<file path="src/rtl/bch_ctrl_pkg.sv">
// -----------------------------------------------------------------------------
// bch_ctrl_pkg
// Shared definitions for the BCH command scheduler: FSM state encoding,
// accepted opcodes, response header codes and small decode helpers.
// -----------------------------------------------------------------------------
package bch_ctrl_pkg;

  typedef enum logic [2:0] {
    IDLE      = 3'd0,
    DISPATCH  = 3'd1,
    WAIT_ENG  = 3'd2,
    SEND_HDR  = 3'd3,
    SEND_DATA = 3'd4
  } state_t;

  localparam logic [7:0] OP_ENCODE   = 8'h01;
  localparam logic [7:0] OP_DECODE   = 8'h02;

  localparam logic [7:0] HDR_OK      = 8'hA0;
  localparam logic [7:0] HDR_ERR     = 8'hE0;
  localparam logic [7:0] HDR_TIMEOUT = 8'hEF;

  // Only encode and decode are dispatched to the engine.
  function automatic logic is_valid_op(input logic [7:0] op);
    return (op == OP_ENCODE) || (op == OP_DECODE);
  endfunction

  // Status header: class code in the upper nibble, opcode echoed below.
  function automatic logic [7:0] resp_header(input logic err, input logic [7:0] op);
    return (err ? HDR_ERR : HDR_OK) | op;
  endfunction

endpackage

</file>
<file path="src/rtl/resp_serializer.sv">
// -----------------------------------------------------------------------------
// resp_serializer
// Loads a response header plus a multi-byte result and streams them out over a
// valid/ready byte handshake, header first, then result bytes MSB first.
//
// Ports:
//   clk_i       in   system clock
//   rst_i       in   synchronous active-high reset
//   load_i      in   capture hdr_i/data_i and start presenting the header
//   hdr_i       in   DATA_W-bit header byte
//   data_i      in   DATA_W*RESP_BYTES result word
//   tx_byte_o   out  byte currently presented (held while not accepted)
//   tx_valid_o  out  tx_byte_o is valid
//   tx_ready_i  in   receiver accepts the byte this cycle
//   xfer_o      out  a byte transfers on the coming edge
//   last_o      out  the final byte of the response transfers on the coming edge
// -----------------------------------------------------------------------------
module resp_serializer #(
  parameter int DATA_W     = 8,
  parameter int RESP_BYTES = 4
) (
  input  logic                         clk_i,
  input  logic                         rst_i,
  input  logic                         load_i,
  input  logic [DATA_W-1:0]            hdr_i,
  input  logic [DATA_W*RESP_BYTES-1:0] data_i,
  output logic [DATA_W-1:0]            tx_byte_o,
  output logic                         tx_valid_o,
  input  logic                         tx_ready_i,
  output logic                         xfer_o,
  output logic                         last_o
);

  localparam int RES_W = DATA_W * RESP_BYTES;
  localparam int CNT_W = $clog2(RESP_BYTES + 1);

  logic [RES_W-1:0] shift_q;
  logic [CNT_W-1:0] rem_q;   // bytes still queued behind the one on tx_byte_o

  assign xfer_o = tx_valid_o & tx_ready_i;
  assign last_o = xfer_o & (rem_q == CNT_W'(0));

  // Load / handshake / shift-out register set.
  always_ff @(posedge clk_i) begin
    if (rst_i) begin
      shift_q    <= '0;
      rem_q      <= '0;
      tx_byte_o  <= '0;
      tx_valid_o <= 1'b0;
    end else if (load_i) begin
      shift_q    <= data_i;
      rem_q      <= CNT_W'(RESP_BYTES);
      tx_byte_o  <= hdr_i;
      tx_valid_o <= 1'b1;
    end else if (xfer_o) begin
      if (rem_q == CNT_W'(0)) begin
        tx_valid_o <= 1'b0;
        tx_byte_o  <= '0;
      end else begin
        tx_byte_o <= shift_q[RES_W-1 -: DATA_W];
        shift_q   <= shift_q << DATA_W;
        rem_q     <= rem_q - CNT_W'(1);
      end
    end
  end

endmodule

</file>
<file path="src/rtl/bch_cmd_scheduler.sv">
// -----------------------------------------------------------------------------
// bch_cmd_scheduler
// Accepts a command frame from the UART receive path (rising edge of
// cmd_valid_i), dispatches encode/decode to the BCH engine with a start/done
// handshake, then returns a status header plus the result bytes to the UART
// transmitter. One command in flight; frames arriving while busy, or carrying
// an unknown opcode, are dropped with a one-cycle drop_o pulse.
//
// Optional feature: define BCH_TIMEOUT_EN to build an engine watchdog that
// gives up after TIMEOUT_CYCLES cycles in WAIT_ENG and answers 8'hEF + zeros.
//
// Ports:
//   clk_i          in   system clock
//   rst_i          in   synchronous active-high reset
//   cmd_i          in   frame: opcode in the top byte, payload below
//   cmd_valid_i    in   frame-ready level (rising edge = frame event)
//   eng_op_o       out  2'b01 encode, 2'b10 decode
//   eng_payload_o  out  latched payload
//   eng_start_o    out  one-cycle start pulse
//   eng_done_i     in   engine completion (sampled in WAIT_ENG only)
//   eng_err_i      in   engine error, valid with eng_done_i
//   eng_result_i   in   engine result, valid with eng_done_i
//   tx_byte_o      out  response byte
//   tx_valid_o     out  response byte valid
//   tx_ready_i     in   transmitter accepts byte
//   busy_o         out  command in flight
//   drop_o         out  one-cycle pulse on a rejected frame
// -----------------------------------------------------------------------------
module bch_cmd_scheduler
  import bch_ctrl_pkg::*;
#(
  parameter int DATA_W         = 8,
  parameter int PARAMETERS     = 6,
  parameter int RESP_BYTES     = 4,
  parameter int TIMEOUT_CYCLES = 1024
) (
  input  logic                                clk_i,
  input  logic                                rst_i,
  input  logic [DATA_W*PARAMETERS-1:0]        cmd_i,
  input  logic                                cmd_valid_i,
  output logic [1:0]                          eng_op_o,
  output logic [DATA_W*(PARAMETERS-1)-1:0]    eng_payload_o,
  output logic                                eng_start_o,
  input  logic                                eng_done_i,
  input  logic                                eng_err_i,
  input  logic [DATA_W*RESP_BYTES-1:0]        eng_result_i,
  output logic [DATA_W-1:0]                   tx_byte_o,
  output logic                                tx_valid_o,
  input  logic                                tx_ready_i,
  output logic                                busy_o,
  output logic                                drop_o
);

  localparam int FRAME_W = DATA_W * PARAMETERS;
  localparam int PAY_W   = FRAME_W - DATA_W;
  localparam int RES_W   = DATA_W * RESP_BYTES;

  state_t              state_q;
  logic                cmd_valid_q;
  logic [DATA_W-1:0]   op_q;

  logic                frame_evt;
  logic [DATA_W-1:0]   frame_op;
  logic                to_hit;

  logic                ser_load;
  logic [DATA_W-1:0]   ser_hdr;
  logic [RES_W-1:0]    ser_data;
  logic                ser_xfer;
  logic                ser_last;

  assign frame_evt = cmd_valid_i & ~cmd_valid_q;
  assign frame_op  = cmd_i[FRAME_W-1 -: DATA_W];

`ifdef BCH_TIMEOUT_EN
  localparam int TO_W = (TIMEOUT_CYCLES > 2) ? $clog2(TIMEOUT_CYCLES) : 1;

  logic [TO_W-1:0] to_cnt_q;

  // Watchdog: cleared while in DISPATCH so it starts at 0 on WAIT_ENG entry.
  always_ff @(posedge clk_i) begin
    if (rst_i) begin
      to_cnt_q <= '0;
    end else if (state_q == DISPATCH) begin
      to_cnt_q <= '0;
    end else if (state_q == WAIT_ENG) begin
      to_cnt_q <= to_cnt_q + TO_W'(1);
    end
  end

  assign to_hit = (state_q == WAIT_ENG) && (to_cnt_q == TO_W'(TIMEOUT_CYCLES - 1));
`else
  assign to_hit = 1'b0;
`endif

  // Serializer load: engine done takes priority over a coincident timeout.
  always_comb begin
    ser_load = 1'b0;
    ser_hdr  = '0;
    ser_data = '0;
    if ((state_q == WAIT_ENG) && eng_done_i) begin
      ser_load = 1'b1;
      ser_hdr  = resp_header(eng_err_i, op_q);
      ser_data = eng_result_i;
    end else if (to_hit) begin
      ser_load = 1'b1;
      ser_hdr  = HDR_TIMEOUT;
      ser_data = '0;
    end else begin
      ser_load = 1'b0;
    end
  end

  // Command FSM with registered engine/status outputs.
  always_ff @(posedge clk_i) begin
    if (rst_i) begin
      state_q       <= IDLE;
      cmd_valid_q   <= 1'b0;
      op_q          <= '0;
      eng_op_o      <= 2'b00;
      eng_payload_o <= '0;
      eng_start_o   <= 1'b0;
      busy_o        <= 1'b0;
      drop_o        <= 1'b0;
    end else begin
      cmd_valid_q <= cmd_valid_i;
      eng_start_o <= 1'b0;
      // Any frame event outside IDLE is rejected; IDLE overrides below.
      drop_o      <= frame_evt & (state_q != IDLE);
      case (state_q)
        IDLE: begin
          if (frame_evt) begin
            if (is_valid_op(frame_op)) begin
              op_q          <= frame_op;
              eng_op_o      <= frame_op[1:0];
              eng_payload_o <= cmd_i[PAY_W-1:0];
              eng_start_o   <= 1'b1;
              busy_o        <= 1'b1;
              state_q       <= DISPATCH;
            end else begin
              drop_o <= 1'b1;
            end
          end
        end
        DISPATCH: begin
          state_q <= WAIT_ENG;
        end
        WAIT_ENG: begin
          if (ser_load) begin
            state_q <= SEND_HDR;
          end
        end
        SEND_HDR: begin
          if (ser_last) begin
            state_q <= IDLE;
            busy_o  <= 1'b0;
          end else if (ser_xfer) begin
            state_q <= SEND_DATA;
          end
        end
        SEND_DATA: begin
          if (ser_last) begin
            state_q <= IDLE;
            busy_o  <= 1'b0;
          end
        end
        default: begin
          state_q <= IDLE;
          busy_o  <= 1'b0;
        end
      endcase
    end
  end

  resp_serializer #(
    .DATA_W     (DATA_W),
    .RESP_BYTES (RESP_BYTES)
  ) u_resp_serializer (
    .clk_i      (clk_i),
    .rst_i      (rst_i),
    .load_i     (ser_load),
    .hdr_i      (ser_hdr),
    .data_i     (ser_data),
    .tx_byte_o  (tx_byte_o),
    .tx_valid_o (tx_valid_o),
    .tx_ready_i (tx_ready_i),
    .xfer_o     (ser_xfer),
    .last_o     (ser_last)
  );

endmodule
</file>
<file path="config.mk">
export PLATFORM = sky130hd
export DESIGN_NAME = bch_cmd_scheduler
export DESIGN_NICKNAME = d
export VERILOG_FILES = /design/src/rtl/bch_ctrl_pkg.sv /design/src/rtl/resp_serializer.sv /design/src/rtl/bch_cmd_scheduler.sv
export SDC_FILE = /design/constraint.sdc
export NUM_CORES = 1
export LEC_CHECK = 0
export CAP_MARGIN = 20
export CORE_ASPECT_RATIO = 0.9
export CORE_MARGIN = 1
export CORE_UTILIZATION = 55
export CTS_CLUSTER_DIAMETER = 30
export DETAILED_ROUTE_END_ITERATION = 12
export DONT_BUFFER_PORTS = 1
export PLACE_DENSITY = 0.7
export RECOVER_POWER = 100
export SETUP_SLACK_MARGIN = 0.15
export SKIP_LAST_GASP = 1
export SYNTH_ARGS = -nofsm -noshare
export SYNTH_HDL_FRONTEND = slang
export SYNTH_SLANG_ARGS = --single-unit
</file>
<file path="constraint.sdc">
create_clock -name clk_i -period 3.5 [get_ports clk_i]
set_input_delay 0.7 -clock clk_i [delete_from_list [all_inputs] [get_ports clk_i]]
set_output_delay 0.7 -clock clk_i [all_outputs]
set_load 0.03 [all_outputs]
</file>
==> out/metrics.csv, run 1 <==
stage,metric,value,unit
layout,Register Area,1940,um2
route,WL final,8820,um
setup_path,WP data required,3650,ps
sta,"Hold Vio Cnt, Final",0,
floorplan,Die H,82.7,um
grt,vias in the first global route,2728,
synth,Area contributors post-synth,"dfxtp_1 (49%), mux2i_1 (6.0%), nand3_1 (5.7%), a21oi_1 (5.5%), a211oi_1 (4.9%)",
sta,Slew @ Worst Pin,1750,ps
sta,hold_ws,403,ps
grt,initial antenna violation count,0,
outcome,status,"finished, violations left",
layout,final instance area,4110,um2
clock_tree,post-CTS resize count,0,
grt,all-layer global routing usage,0.224,
clock_tree,CTS Buf Count,9,
synth,Synth Net Count,525,
floorplan,Initial Util,0.565,
clock_tree,clk sinks,97,
setup_path,Critical Path Max Stage Delay,810,ps
floorplan,I/O pins,140,
clock_tree,setup bufs post-CTS,0,
synth,"Avg Cell Area, Syn",9.11,um2
sta,Max Clock Freq,391,MHz
power,Power Density,590,nW/um2
synth,Most used DFF post-synth,dfxtp_1,
sta,RSZ-0062 raised after global routing,no,
placement,Placer Congestion,0.758,
setup_path,Buf/Inv on CP,1,
layout,antenna cells,0,
flow_run,max-cap violations,1,
synth,Ys Warns,0,
layout,Util after Layout,0.584,
sta,Slew Limit Headroom,-0.168,
setup_path,crit-path leading delay family,buffers and inverters,
synth,Yosys top cell by area,dfxtp_1,
floorplan,die area,7580,um2
layout,most frequent cells in the layout,"dfxtp_1 (97), a21oi_1 (45), nand3_1 (45)",
layout,"most common cell after layout, fill and taps aside",dfxtp_1,
power,total power,2.42,mW
layout,Finished Layout Cells,507,
route,Avg WL per Cell,17.4,um
layout,Synth-to-Final Area Change,3.21,%
synth,"Cell Area, Synth",3980,um2
layout,fillers,641,
setup_path,Worst R2R Setup Slack,940,ps
sta,setup TNS,0,ps
synth,sequential fraction of the synthesis area,0.488,
setup_path,Worst Setup End Kind,flip-flop,
setup_path,crit path DAT,2710,ps
grt,grt total ovfl,0,
floorplan,num rows,29,
clock_tree,"Hold-fix buffers, CTS",0,
sta,clk_skew,9.29,ps
power,P_leak,1.30,nW
placement,Placed Area,3920,um2
sta,Slew Limit Fails,57,
sta,final worst-path cycle share,0.732,
synth,post-synth cell types,42,
floorplan,Die Wd,91.7,um
synth,Yosys reg bits,97,
grt,first-pass GRT wire length,13400,um
sta,Final min period,2560,ps
clock_tree,CTS Root Cell,clkbuf_8,
clock_tree,clock-pin slew on the worst setup and hold paths,90,ps
layout,multi-input combinational cell area,1770,um2
min_path,hold crit path type,in2reg,
sta,# setup viols final,0,
synth,ys async rst share,0,
clock_tree,CTS tree,done,
placement,placed cells,492,
clock_tree,H-tree depth,3,
clock_tree,clock latency on the worst-skew pair,360,ps
placement,"worst slack, placed",1050,ps
route,residual DRC count,0,
placement,HPWL Detailed,5600,um
setup_path,"critical path, cell by cell","nand2_1, a21oi_4, clkbuf_2, mux2i_1, a211oi_1",
outcome,failing checks,"max-capacitance violations, max-slew violations",
setup_path,slowest library cell on the worst path,clkbuf_2,
synth,top-area cell type share of the netlist area,0.488,
route,DRT Pass-1 Iters,4,
route,via density per instance,6.07,
synth,Post-synth EDFFs,0,
sta,Final WS setup,939,ps
route,via count,3076,
setup_path,critical path class,reg2reg,
synth,Synth Instances,437,
placement,port bufs,0,
setup_path,critical-path maximum fanout,35,
floorplan,core area,7040,um2
route,"antenna viol nets, final",0,
clock_tree,CTS max path bufs,2,
power,Worst IR Drop VDD,314,uV
layout,layout cells sized above 1,0.0628,
setup_path,startpoint types,flip-flop,
grt,pin count of the biggest net entering global routing,99,
route,DRT iter0 DRCs,213,
layout,nets,498,
[kinds of logic after synthesis]
family	after synthesis	share of synthesized area
buffers and inverters	49	0.0670
xor gates and xnor gates	3	0.00660
adders and majority gates	2	0.00629
and+or+nand+nor	124	0.158
AOI/OAI and AO/OA	137	0.210
DFF	97	0.488
muxes	25	0.0641
[routing by layer]
layer	share of wire	global-route usage
met5	0	0
met4	0.014	0.0730
met3	0.081	0.0971
met2	0.44	0.334
met1	0.46	0.293
[state kept, by name, indices dropped and copies added, names as in the netlist]
register,cells
cmd_valid_q,1
u_resp_serializer.tx_valid_o,1
eng_payload_o,40
drop_o,1
eng_start_o,1
u_resp_serializer.shift_q,32
op_q,5
u_resp_serializer.rem_q,3
eng_op_o,1
busy_o,1
state_q,3
u_resp_serializer.tx_byte_o,8
[path summary, 6_finish.rpt]
| kind | from | endpoint | cells after the start |
|---|---|---|---|
| max | u_resp_serializer.tx_valid_o$_SDFFE_PP0P_ | u_resp_serializer.shift_q[27]$_SDFFE_PP0P_ | 5 |
| max reg2reg | u_resp_serializer.tx_valid_o$_SDFFE_PP0P_ | u_resp_serializer.shift_q[27]$_SDFFE_PP0P_ | 5 |
| min reg2reg | op_q[3]$_SDFFE_PP0P_ | op_q[3]$_SDFFE_PP0P_ | 1 |
| min | rst_i | busy_o$_SDFFE_PP0P_ | 1 |
[cell usage after synthesis, types with 6 or more instances]
cell and number:
nand3_1 45, nor2_1 43, dfxtp_1 97, buf_2 11, a221oi_1 8, a21oi_1 44
o21ai_1 8, a22oi_1 8, buf_6 6, mux2i_1 24, a211oi_1 26, o21ai_0 36
clkbuf_1 20, nor3_1 12
[area by class of cell]
cell class	count	area share
Inverter	5	0.00457
Sequential cell	97	0.473
Clock inverter	6	0.0222
Timing Repair Buffer	6	0.0104
Tap cell	93	0.0283
Clock buffer	9	0.0302
Multi-Input combinational cell	291	0.432
[report_power, final]
group	internal (mW)	switching (mW)
clock network	0.404	0.385
registers	1.20	0.124
logic	0.137	0.174
total	1.74	0.683
No activity file was read; power rests on OpenSTA's default activity.
==> run 2, diff against run 1 <==
- clock period: 3.5 -> 2.37 ns (I/O delays scaled with it)
==> run 2 against run 1 <==
  * The run now ends clean
  * Critical endpoint is now u_resp_serializer.shift_q[0]$_SDFFE_PP0P_
  * Final cell count increased by 0.79%
  * Hold slack got worse by 220 ps
  * Sequential share of layout area decreased by 1.4 points
  * Clock-buffer cell count increased by 1
  * Routed wire length decreased by 1.9%
  * Non-clock buffer count increased by 3
  * Setup slack got worse by 500 ps
  * Power increased by 58%
==> out/metrics.csv, run 2 (synthesized netlist as in run 1, its figures left out) <==
stage,metric,value,unit,change
power,Power Density,904,nW/um2,+53%
setup_path,crit-path leading delay family,compound AO/OA/AOI/OAI gates,,
setup_path,Worst R2R Setup Slack,440,ps,-500 ps
clock_tree,setup bufs post-CTS,0,,unchanged
sta,hold_ws,185,ps,-218 ps
setup_path,crit path DAT,2210,ps,-500 ps
layout,Reg with most FFs,eng_payload_o,,
sta,Max Clock Freq,519,MHz,+33%
grt,initial antenna violation count,0,,unchanged
sta,final worst-path cycle share,0.813,,+0.0817
layout,Synth-to-Final Area Change,6.26,%,
route,Avg WL per Cell,16.9,um,-2.7%
clock_tree,H-tree depth,3,,unchanged
floorplan,core area,7040,um2,unchanged
grt,grt total ovfl,0,,unchanged
grt,all-layer global routing usage,0.222,,-0.00271
grt,first-pass GRT wire length,13300,um,-0.78%
floorplan,I/O pins,140,,unchanged
layout,antenna cells,0,,unchanged
clock_tree,clock-pin slew on the worst setup and hold paths,90,ps,about the same
clock_tree,CTS Root Cell,clkbuf_8,,
setup_path,worst reg2reg endpoint,u_resp_serializer.shift_q[0]$_SDFFE_PP0P_,,
sta,setup TNS,0,ps,unchanged
sta,Slew @ Worst Pin,829,ps,-919 ps
placement,"worst slack, placed",567,ps,-479 ps
route,via density per instance,6.15,,+1.4%
sta,"Hold Vio Cnt, Final",0,,unchanged
power,Worst IR Drop VDD,441,uV,+40%
setup_path,worst r2r src,u_resp_serializer.rem_q[0]$_SDFFE_PP0P_,,
outcome,status,completed,,
sta,Slew Limit Headroom,0.447,,+0.615
sta,# setup viols final,0,,unchanged
setup_path,Buf/Inv on CP,1,,unchanged
setup_path,WP data required,2660,ps,-990 ps
setup_path,slowest library cell on the worst path,a21oi_1,,
setup_path,"critical path, cell by cell","inv_1, ha_1, or2b_1, a21oi_1, a22oi_1, nor2_1",,
floorplan,Die H,82.7,um,unchanged
sta,Final min period,1930,ps,-633 ps
clock_tree,CTS max path bufs,2,,unchanged
layout,"most common cell after layout, fill and taps aside",dfxtp_1,,
clock_tree,post-CTS resize count,0,,unchanged
min_path,hold crit path type,in2reg,,
setup_path,Worst Setup End Kind,flip-flop,,
route,via count,3143,,+2.2%
min_path,"Endpoint, Worst Hold",eng_payload_o[7]$_SDFFE_PP0P_,,
floorplan,num rows,29,,unchanged
layout,Top Registers,"eng_payload_o x40, u_resp_serializer.shift_q x32, u_resp_serializer.tx_byte_o x8",,
setup_path,reg2reg path depth,6,,+1
setup_path,Critical Path Max Stage Delay,670,ps,-140 ps
setup_path,startpoint types,flip-flop,,
layout,number of flip-flops in the largest register,40,,unchanged
route,DRT iter0 DRCs,154,,-28%
floorplan,Initial Util,0.565,,unchanged
floorplan,die area,7580,um2,unchanged
placement,Placer Congestion,0.788,,+4.1%
clock_tree,CTS Buf Count,9,,unchanged
grt,vias in the first global route,2729,,+0.037%
route,residual DRC count,0,,unchanged
power,P_leak,1.35,nW,+3.9%
flow_run,max-cap violations,0,,-1
setup_path,critical path class,reg2reg,,
sta,Slew Limit Fails,0,,-100%
layout,nets,501,,+0.60%
layout,Util after Layout,0.601,,+0.0172
placement,HPWL Detailed,5560,um,-0.68%
sta,RSZ-0062 raised after global routing,no,,
setup_path,critical-path maximum fanout,8,,-77%
min_path,worst hold path depth,1,,unchanged
route,"antenna viol nets, final",0,,unchanged
placement,port bufs,0,,unchanged
clock_tree,clk sinks,97,,unchanged
sta,Final WS setup,442,ps,-497 ps
layout,layout cells sized above 1,0.0718,,+0.00897
clock_tree,"Hold-fix buffers, CTS",0,,unchanged
floorplan,Die Wd,91.7,um,unchanged
sta,clk_skew,10.3,ps,+1.01 ps
min_path,hold path start,rst_i,,
layout,most frequent cells in the layout,"dfxtp_1 (97), a21oi_1 (45), nand3_1 (45)",,
route,DRT Pass-1 Iters,4,,unchanged
route,WL final,8650,um,-1.9%
clock_tree,CTS tree,done,,
clock_tree,clock latency on the worst-skew pair,350,ps,about the same
grt,pin count of the biggest net entering global routing,99,,unchanged
## run 2: how the worst max path moves through the flow
stage,startpoint,to,depth (start not counted)
floorplan,u_resp_serializer.rem_q[0]$_SDFFE_PP0P_,state_q[0]$_SDFFE_PP0P_,6
global placement,u_resp_serializer.rem_q[0]$_SDFFE_PP0P_,state_q[0]$_SDFFE_PP0P_,6
detailed placement,u_resp_serializer.rem_q[0]$_SDFFE_PP0P_,state_q[0]$_SDFFE_PP0P_,6
CTS,u_resp_serializer.rem_q[0]$_SDFFE_PP0P_,state_q[0]$_SDFFE_PP0P_,6
global route,u_resp_serializer.tx_valid_o$_SDFFE_PP0P_,u_resp_serializer.rem_q[1]$_SDFFE_PP0P_,5
finish,u_resp_serializer.rem_q[0]$_SDFFE_PP0P_,u_resp_serializer.shift_q[0]$_SDFFE_PP0P_,6
## run 2: layer usage
metal	track usage	wire, um
met5	0	0
met3	0.0852	711
met2	0.335	3950
met4	0.0857	118
met1	0.288	3870
## run 2: final cells by class
class	count	area, um2
Fill cell	634	2810
Sequential cell	97	1940
Multi-Input combinational cell	291	1780
Clock buffer	10	138
Clock inverter	6	138
Tap cell	93	116
Timing Repair Buffer	9	101
Inverter	5	18.8
## run 2: report_power, final
group / internal, mW / switching, mW
Combinational: 0.209 / 0.255
Sequential: 1.77 / 0.185
Clock: 0.842 / 0.561
## run 2: through the flow
step / instances / power, mW / cell area [um2]
2_1_floorplan: 437 / 2.39 / 3980
3_3_place_gp: 495 / 2.46 / 3980
3_5_place_dp: 495 / 2.48 / 3980
4_1_cts: 511 / 3.89 / 4250
5_1_grt: 511 / 4.00 / 4230
6_report: 511 / 3.82 / 4230
